## config.mk

```make
export PLATFORM = sky130hd
export DESIGN_NAME = calc_sequencer_flat
export DESIGN_NICKNAME = d
export VERILOG_FILES = /design/src/rtl/calc_sequencer_if.sv /design/src/rtl/calc_sequencer.sv /design/src/flat_wrapper.sv
export SDC_FILE = /design/constraint.sdc
export NUM_CORES = 1
export LEC_CHECK = 0
export CORE_MARGIN = 3
export CORE_UTILIZATION = 51
export CTS_BUF_LIST = sky130_fd_sc_hd__clkbuf_8 sky130_fd_sc_hd__clkbuf_16
export CTS_CLUSTER_DIAMETER = 30
export DETAILED_ROUTE_END_ITERATION = 16
export GPL_TIMING_DRIVEN = 0
export PLACE_DENSITY = 0.77
export RECOVER_POWER = 50
export SLEW_MARGIN = 20
export SYNTH_ARGS = -nofsm -noshare
export SYNTH_HDL_FRONTEND = slang
export SYNTH_SLANG_ARGS = --single-unit
```

## constraint.sdc

```tcl
create_clock -name clk -period 2.8 [get_ports clk]
set_clock_uncertainty 0.1 [all_clocks]
set_input_delay 0.56 -clock clk [delete_from_list [all_inputs] [get_ports clk]]
set_output_delay 0.56 -clock clk [all_outputs]
set_load 0.005 [all_outputs]
```

## src/rtl/calc_sequencer_if.sv

```systemverilog
// Command and response handshake bundle between a requester and calc_sequencer.
// The requester drives the master side and the sequencer sits on the slave side.
interface calc_sequencer_if;
    logic       cmd_valid;
    logic       cmd_ready;
    logic [2:0] cmd_op;
    logic [7:0] cmd_data;
    logic       rsp_valid;
    logic       rsp_ready;
    logic [7:0] rsp_data;
    logic       rsp_err;

    modport master (
        output cmd_valid, cmd_op, cmd_data, rsp_ready,
        input  cmd_ready, rsp_valid, rsp_data, rsp_err
    );

    modport slave (
        input  cmd_valid, cmd_op, cmd_data, rsp_ready,
        output cmd_ready, rsp_valid, rsp_data, rsp_err
    );
endinterface

```

## src/rtl/calc_sequencer.sv

```systemverilog
// Sequences an external 8-bit calculator from a queued command stream, keeping a
// running accumulator on calculator input A and returning one response per command.
module calc_sequencer #(
    parameter int FIFO_DEPTH = 4,
    parameter int FIFO_AW    = 2
) (
    input  logic                   clk,
    input  logic                   rst,
    calc_sequencer_if.slave        bus,
    output logic [7:0]             calc_a,
    output logic [7:0]             calc_b,
    output logic [2:0]             calc_codigo,
    input  logic [7:0]             calc_saida,
    output logic [7:0]             acc,
    output logic                   busy
);

    localparam logic [2:0] OP_CLR  = 3'b000;
    localparam logic [2:0] OP_LOAD = 3'b001;
    localparam logic [2:0] OP_ADD  = 3'b010;
    localparam logic [2:0] OP_SUB  = 3'b011;
    localparam logic [2:0] OP_READ = 3'b100;

    localparam logic [FIFO_AW-1:0] PTR_ONE  = FIFO_AW'(1'b1);
    localparam logic [FIFO_AW:0]   CNT_ONE  = (FIFO_AW+1)'(1'b1);
    localparam logic [FIFO_AW:0]   CNT_FULL = (FIFO_AW+1)'(FIFO_DEPTH);

    typedef enum logic [1:0] {
        IDLE = 2'd0,
        EXEC = 2'd1,
        RESP = 2'd2
    } state_t;

    state_t              state_r;
    logic [10:0]         mem_r [FIFO_DEPTH];
    logic [FIFO_AW-1:0]  wr_ptr_r;
    logic [FIFO_AW-1:0]  rd_ptr_r;
    logic [FIFO_AW:0]    count_r;
    logic [2:0]          op_r;
    logic [7:0]          operand_r;
    logic [7:0]          acc_r;
    logic [7:0]          calc_b_r;
    logic [2:0]          calc_code_r;
    logic                rsp_valid_r;
    logic [7:0]          rsp_data_r;
    logic                rsp_err_r;

    logic                full_s;
    logic                push_s;
    logic                pop_s;
    logic [2:0]          head_op_s;
    logic [7:0]          head_data_s;

    function automatic logic [2:0] map_code(input logic [2:0] op);
        logic [2:0] code;
        case (op)
            OP_CLR:  code = 3'b000;
            OP_LOAD: code = 3'b010;
            OP_ADD:  code = 3'b011;
            OP_SUB:  code = 3'b100;
            OP_READ: code = 3'b001;
            default: code = 3'b000;
        endcase
        return code;
    endfunction

    function automatic logic op_invalid(input logic [2:0] op);
        return (op > OP_READ);
    endfunction

    function automatic logic op_writes_acc(input logic [2:0] op);
        return (op <= OP_SUB);
    endfunction

    assign full_s      = (count_r == CNT_FULL);
    assign push_s      = bus.cmd_valid && !full_s;
    assign pop_s       = (state_r == IDLE) && (count_r != {(FIFO_AW+1){1'b0}});
    assign head_op_s   = mem_r[rd_ptr_r][10:8];
    assign head_data_s = mem_r[rd_ptr_r][7:0];

    assign bus.cmd_ready = !full_s;
    assign bus.rsp_valid = rsp_valid_r;
    assign bus.rsp_data  = rsp_data_r;
    assign bus.rsp_err   = rsp_err_r;
    assign calc_a        = acc_r;
    assign calc_b        = calc_b_r;
    assign calc_codigo   = calc_code_r;
    assign acc           = acc_r;
    assign busy          = (state_r != IDLE) || (count_r != {(FIFO_AW+1){1'b0}});

    // Command storage; contents need no reset because occupancy gates every read.
    always_ff @(posedge clk) begin
        if (push_s) begin
            mem_r[wr_ptr_r] <= {bus.cmd_op, bus.cmd_data};
        end
    end

    // FIFO pointers and occupancy; the counter separates full from empty.
    always_ff @(posedge clk or posedge rst) begin
        if (rst) begin
            wr_ptr_r <= {FIFO_AW{1'b0}};
            rd_ptr_r <= {FIFO_AW{1'b0}};
            count_r  <= {(FIFO_AW+1){1'b0}};
        end else begin
            if (push_s) begin
                wr_ptr_r <= wr_ptr_r + PTR_ONE;
            end
            if (pop_s) begin
                rd_ptr_r <= rd_ptr_r + PTR_ONE;
            end
            case ({push_s, pop_s})
                2'b10:   count_r <= count_r + CNT_ONE;
                2'b01:   count_r <= count_r - CNT_ONE;
                default: count_r <= count_r;
            endcase
        end
    end

    // Control FSM with registered calculator drive, accumulator and response.
    always_ff @(posedge clk or posedge rst) begin
        if (rst) begin
            state_r     <= IDLE;
            op_r        <= 3'b000;
            operand_r   <= 8'h00;
            acc_r       <= 8'h00;
            calc_b_r    <= 8'h00;
            calc_code_r <= 3'b000;
            rsp_valid_r <= 1'b0;
            rsp_data_r  <= 8'h00;
            rsp_err_r   <= 1'b0;
        end else begin
            case (state_r)
                IDLE: begin
                    if (pop_s) begin
                        op_r        <= head_op_s;
                        operand_r   <= head_data_s;
                        calc_b_r    <= head_data_s;
                        calc_code_r <= map_code(head_op_s);
                        state_r     <= EXEC;
                    end else begin
                        state_r     <= IDLE;
                    end
                end
                EXEC: begin
                    // The calculator sees the operand for this single cycle only.
                    calc_b_r    <= 8'h00;
                    calc_code_r <= 3'b000;
                    rsp_valid_r <= 1'b1;
                    rsp_err_r   <= op_invalid(op_r);
                    rsp_data_r  <= op_invalid(op_r) ? 8'h00 : calc_saida;
                    if (op_writes_acc(op_r)) begin
                        acc_r <= calc_saida;
                    end else begin
                        acc_r <= acc_r;
                    end
                    state_r     <= RESP;
                end
                RESP: begin
                    if (bus.rsp_ready) begin
                        rsp_valid_r <= 1'b0;
                        state_r     <= IDLE;
                    end else begin
                        state_r     <= RESP;
                    end
                end
                default: begin
                    calc_b_r    <= 8'h00;
                    calc_code_r <= 3'b000;
                    rsp_valid_r <= 1'b0;
                    state_r     <= IDLE;
                end
            endcase
        end
    end

endmodule

```

## src/flat_wrapper.sv

```systemverilog
// flat-port wrapper written by rule: the top's interface ports become plain ports
module calc_sequencer_flat 
#(
    parameter int FIFO_DEPTH = 4,
    parameter int FIFO_AW    = 2
)
  (clk, rst, calc_a, calc_b, calc_codigo, calc_saida, acc, busy, bus_cmd_valid, bus_cmd_op, bus_cmd_data, bus_rsp_ready, bus_cmd_ready, bus_rsp_valid, bus_rsp_data, bus_rsp_err);
  calc_sequencer_if bus_i ();
  input  logic clk;
  input  logic rst;
  output logic [7:0] calc_a;
  output logic [7:0] calc_b;
  output logic [2:0] calc_codigo;
  input  logic [7:0] calc_saida;
  output logic [7:0] acc;
  output logic busy;
  input wire logic [$bits(bus_i.cmd_valid)-1:0] bus_cmd_valid;
  input wire logic [$bits(bus_i.cmd_op)-1:0] bus_cmd_op;
  input wire logic [$bits(bus_i.cmd_data)-1:0] bus_cmd_data;
  input wire logic [$bits(bus_i.rsp_ready)-1:0] bus_rsp_ready;
  output wire logic [$bits(bus_i.cmd_ready)-1:0] bus_cmd_ready;
  output wire logic [$bits(bus_i.rsp_valid)-1:0] bus_rsp_valid;
  output wire logic [$bits(bus_i.rsp_data)-1:0] bus_rsp_data;
  output wire logic [$bits(bus_i.rsp_err)-1:0] bus_rsp_err;
  assign bus_i.cmd_valid = bus_cmd_valid;
  assign bus_i.cmd_op = bus_cmd_op;
  assign bus_i.cmd_data = bus_cmd_data;
  assign bus_i.rsp_ready = bus_rsp_ready;
  assign bus_cmd_ready = bus_i.cmd_ready;
  assign bus_rsp_valid = bus_i.rsp_valid;
  assign bus_rsp_data = bus_i.rsp_data;
  assign bus_rsp_err = bus_i.rsp_err;
  calc_sequencer #(.FIFO_DEPTH(FIFO_DEPTH), .FIFO_AW(FIFO_AW)) u_core (.clk(clk), .rst(rst), .bus(bus_i), .calc_a(calc_a), .calc_b(calc_b), .calc_codigo(calc_codigo), .calc_saida(calc_saida), .acc(acc), .busy(busy));
endmodule
```

After elaboration in Yosys (flattened, before gate mapping)
Memories as Yosys holds them, arrays and structs flattened.
Index checks and enable logic that the tools add are counted.
- logic and storage cells: 57
- register bits after elaboration: 41
- bits in writable memories: 44
- memories: 1
- bits of input ports: 23
- eq/ne operators: 11
- multiplexer cells: 14
- $lt $le $gt $ge: 2
- $add $sub $neg: 4
- reduce and logical (&&, ||, !) cells: 12
- bitwise operators: 2
- memory list (name ; depth ; bits a word ; read ports ; clocked after memory_dff ; write ports ; RTL line ; source):
    u_core.mem_r ; 4 ; 11 ; 1 ; 0 ; 1 ; calc_sequencer.sv:35 ; logic [10:0] mem_r [FIFO_DEPTH];
- operator list (operator ; number):
    $mux W8 ; 2
    $pmux W8 S2 ; 1
    $pmux W3 S2 ; 2
    $pmux W3 S4 ; 1
    $reduce_and A2 Y1 ; 4
    $eq A3 B2 Y1 const B ; 2
    $eq A3 B3 Y1 const B ; 2
    $pmux W2 S3 ; 1
    $add A2 B1 Y2 const B ; 2
    $eq A2 B1 Y1 const B ; 2
    $eq A2 B2 Y1 const B ; 2
    $mux W1 ; 4
    $reduce_bool A2 Y1 ; 2
    $add A3 B1 Y3 const B ; 1
    $eq A3 B1 Y1 const B ; 1
    $gt A3 B3 Y1 const B ; 1
    $le A3 B2 Y1 const B ; 1
    $mux W3 ; 1
    $pmux W1 S3 ; 1
    $reduce_bool A3 Y1 ; 1
    $sub A3 B1 Y3 const B ; 1
    $logic_and A1 B1 Y1 ; 2
    $logic_not A2 Y1 ; 1
    $mux W2 ; 1
    other kinds (5) ; 6

Logic depth before layout (Yosys ltp)
- depth in word-level cells: 5
- mapped depth: 9
- gate-level depth less buffers: 9

Worst setup path after synthesis
Ideal clock, no wire load.
- path type: register -> register
- start point: register u_core.state_r[0]
- end point: register u_core.count_r[2]
- path buffers: 2
- slack: 0.602 ns
- cell stages (with the launch flop): 10
- data required time: 2.621 ns
- arrival time: 2.019 ns
- cells stage by stage: dfrtp_1 buf_2 nor3_2 buf_2 ha_1 inv_1 fa_1 xor2_1 nor2_1 xor2_1
- cells in the longest elaborated chain, start to end: 4
- RTL lines (what ; RTL line ; source):
    start: declaration ; calc_sequencer.sv:34 ; state_t state_r;
    start signal: assignment ; calc_sequencer.sv:122 ; state_r <= IDLE;
    start signal: assignment ; calc_sequencer.sv:139 ; state_r <= EXEC;
    start signal: assignment ; calc_sequencer.sv:141 ; state_r <= IDLE;
    $logic_not A2 Y1 * ; calc_sequencer.sv:77 ; assign pop_s = (state_r == IDLE) && (count_r != {(FIFO_AW+1){1'b0}});
    $logic_and A1 B1 Y1 * ; calc_sequencer.sv:77 ;
    via u_core.pop_s ; calc_sequencer.sv:50 ; logic pop_s;
    $eq A2 B1 Y1 / $eq A2 B2 Y1 (equally long branches) ; calc_sequencer.sv:111 ; case ({push_s, pop_s})
    $pmux W3 S2 / $reduce_bool A2 Y1 (equally long branches) ; -- ;
    end signal: assignment ; calc_sequencer.sv:112 ; 2'b10: count_r <= count_r + CNT_ONE;
    end signal: assignment ; calc_sequencer.sv:113 ; 2'b01: count_r <= count_r - CNT_ONE;
    end signal: assignment ; calc_sequencer.sv:114 ; default: count_r <= count_r;
    end: declaration ; calc_sequencer.sv:38 ; logic [FIFO_AW:0] count_r;
The timed path passes the listed nets; every way through them passes the cells marked *.
A chain may end at the register's enable or synchronous reset.

Final worst setup path
- start point: register u_core.count_r[2]
- end point: output port busy
- cells in the longest elaborated chain, start to end: 2
- RTL lines (what ; RTL line ; source):
    start signal: assignment ; calc_sequencer.sv:103 ; count_r <= {(FIFO_AW+1){1'b0}};
    start signal: assignment ; calc_sequencer.sv:112 ;
    start signal: assignment ; calc_sequencer.sv:113 ;
    $reduce_bool A3 Y1 ; calc_sequencer.sv:89 ; assign busy = (state_r != IDLE) || (count_r != {(FIFO_AW+1){1'b0}});
    $logic_or A1 B1 Y1 ; calc_sequencer.sv:89 ;
    end: declaration ; flat_wrapper.sv:16 ; output logic busy;
Every way passes these cells.

==> impl_metrics.json <==
{
  "fin_nets": 293,
  "yosys_warnings": 0,
  "rows": 28,
  "worstPathRequired_ps": 2140,
  "syn_inst": 191,
  "drt-initial-drc-count": 67,
  "grtUsageTotal_pct": 17.5,
  "fin_crit_ps": 2570,
  "syn_area_um2": 3350,
  "diodes": 0,
  "final-hold-violation-count": 0,
  "synth-edff-count": 44,
  "worstMarginPinSlew_ps": 842,
  "port_buffers": 61,
  "postRouteAntennaNets": 0,
  "syn_nets": 220,
  "hpwl_um": 4200,
  "via_count": 1868,
  "clock-root-buffer": "clkbuf_8",
  "grt_max_degree": 33,
  "cts_htree_levels": 3,
  "dp.cells": 328,
  "cts_buffer_depth": 2,
  "initial_utilization_pct": 54.7,
  "grt_pass1_wl_um": 9950,
  "tns_ps": 0,
  "synth_cell_types": 31,
  "cp_cell_sequence": "nor3_1, nand2_1, clkdlybuf4s50_1",
  "grt_pass1_vias": 1978,
  "path_clk_slew_ps": 70,
  "insertion_delay_ps": 340,
  "core_um2": 6130,
  "power_density_nw_per_um2": 1100,
  "layout-drive-gt1-share_pct": 19.3,
  "regArea_um2": 2350,
  "slowest_delay_ps": 540,
  "viasPerCell": 5.43,
  "grt.overflow.total": 0,
  "cp.buffers_inverters": 1,
  "drv_cap": 0,
  "fill_cells": 436,
  "ios": 62,
  "cellLeakagePower_nw": 1.69,
  "clock_sinks": 85,
  "layout_worst_path_cycle_share_pct": 91.7,
  "cp_max_fo": 4,
  "ir_drop_mv": 0.537,
  "multiInputGateArea_um2": 866,
  "synth_seq_cells": 85,
  "slowest_stage": "nor3_1",
  "grt_setup_unrepaired": "no",
  "grt_antenna_before_repair": 0,
  "cts_tree": "done",
  "timing.fmax_mhz": 389,
  "yosys_most_used_dff": "edfxtp_1",
  "end_kind": "output pin",
  "final_core_utilization_pct": 69.2,
  "setup_violations": 0,
  "wire_per_inst_um": 17.4,
  "instances_no_fill": 344,
  "worstPathArrival_ps": 1910,
  "post-cts-setup-buffer-count": 0,
  "ctsHoldBuffers": 0,
  "relSlewSlack_pct": 43.9,
  "route.detailed.drc": 0,
  "die_y_um": 87.1,
  "synth-async-reset-ratio_pct": 48.2,
  "final_common_cell": "clkdlybuf4s50_1",
  "hold_slack_ps": 380,
  "cp_top_family": "simple AND/OR/NAND/NOR gates",
  "layout_common_cells": "clkdlybuf4s50_1, edfxtp_1, dfrtp_1",
  "die-area_um2": 7580,
  "die_w_um": 87.1,
  "cp-start-kind": "flip-flop",
  "firstDrtPassIters": 4,
  "synth_area_per_cell_um2": 17.5,
  "hold_class": "flip-flop to flip-flop",
  "ys_seq_area_share_pct": 70.0,
  "final_max_slew_viol_count": 0,
  "syn_to_final_growth_pct": 26.6,
  "setup.worst_path.class": "flip-flop to output pin",
  "routed_wl_um": 6000,
  "ctsResizeCount": 0,
  "gp_congestion": 0.754,
  "numCtsBuffers": 9,
  "outcome": "finished, final reports clean"
}
-- cell families (layout without fill, tap and decap cells) --
| group | Yosys count | count (layout) | share of synthesized area (%) |
|---|---|---|---|
| simple gates | 20 | 20 | 3.92 |
| flops | 85 | 85 | 70.0 |
| fa+ha+maj | 6 | 6 | 2.46 |
| compound gates | 24 | 24 | 5.93 |
| buf+inv | 24 | 102 | 3.84 |
| mux | 24 | 24 | 11.7 |
| xor+xnor | 8 | 8 | 2.09 |
-- Yosys cell counts (all sizes together) (2+ instances only) --
library cell  count  area share (%)
or3               2            0.37
nor3              3            0.75
edfxtp           44              39
o21a              2            0.45
inv              10             1.1
ha                5             1.9
and3              4            0.75
mux2             12             4.0
mux4             11             7.4
dfrtp            41              31
a32o              2            0.60
xor2              5             1.3
a21oi             2            0.30
a22o             17             4.4
nand2             2            0.22
xnor2             3            0.78
buf              13             2.6
nor2              4            0.52
-- per-stage QoR --
step                      setup WS, ps  cell area, um^2  power [mW]
after floorplan                    602             3350        3.11
after global placement             294             4060        3.86
after detailed placement           338             4080        3.93
after CTS                          290             4260        4.75
after global routing               133             4240        4.97
final                              232             4240        4.66
-- area by class of cell --
cell class | instances | share of cell area [%]
inverters | 10 | 0.884
multi-input cells | 82 | 20.4
repair buffers | 62 | 14.9
clock buffers | 9 | 2.92
flip-flops and latches | 85 | 55.3
well taps | 75 | 2.21
plain buffers | 14 | 2.06
clock inverters | 7 | 1.36
-- metal layers --
| metal | up-vias | routed length, um | GRT usage, % |
|---|---|---|---|
| met4 | 0 | 104 | 6.37 |
| met1 | 940 | 2530 | 23.2 |
| li1 | 858 | - | - |
| met3 | 11 | 296 | 3.69 |
| met2 | 59 | 3070 | 28.8 |
| met5 | - | 0 | 0 |
-- flip-flops by register name (all words and copies together) (netlist names) --
register	count
u_core.mem_r	44
u_core.acc	8
u_core.bus.rsp_data	8
u_core.calc_b	8
u_core.calc_codigo	3
u_core.count_r	3
u_core.op_r	3
u_core.rd_ptr_r	2
u_core.state_r	2
u_core.wr_ptr_r	2
u_core.bus.rsp_err	1
u_core.bus.rsp_valid	1
-- report_power, final --
group / switching, mW / internal (mW) / leakage, nW
logic: 0.789 / 1.10 / 0.679
clock network: 0.400 / 0.400 / 0.101
registers: 0.227 / 1.74 / 0.909
total: 1.42 / 3.24 / 1.69
-- worst paths after layout --
kind | from | to | slack, ps | cells past startpoint
setup / recovery | u_core.count_r[2] | busy | 230 | 3
hold / removal | u_core.bus.rsp_valid | u_core.bus.rsp_valid | 380 | 1
setup reg to reg | u_core.state_r[0] | u_core.count_r[2] | 340 | 9
hold reg to reg | u_core.bus.rsp_valid | u_core.bus.rsp_valid | 380 | 1
max in group asynchronous | rst | u_core.bus.rsp_data[6] | 1530 | 3
min in group asynchronous | rst | u_core.calc_b[0] | 560 | 2
Note: power is estimated with default switching activity, not from simulation.
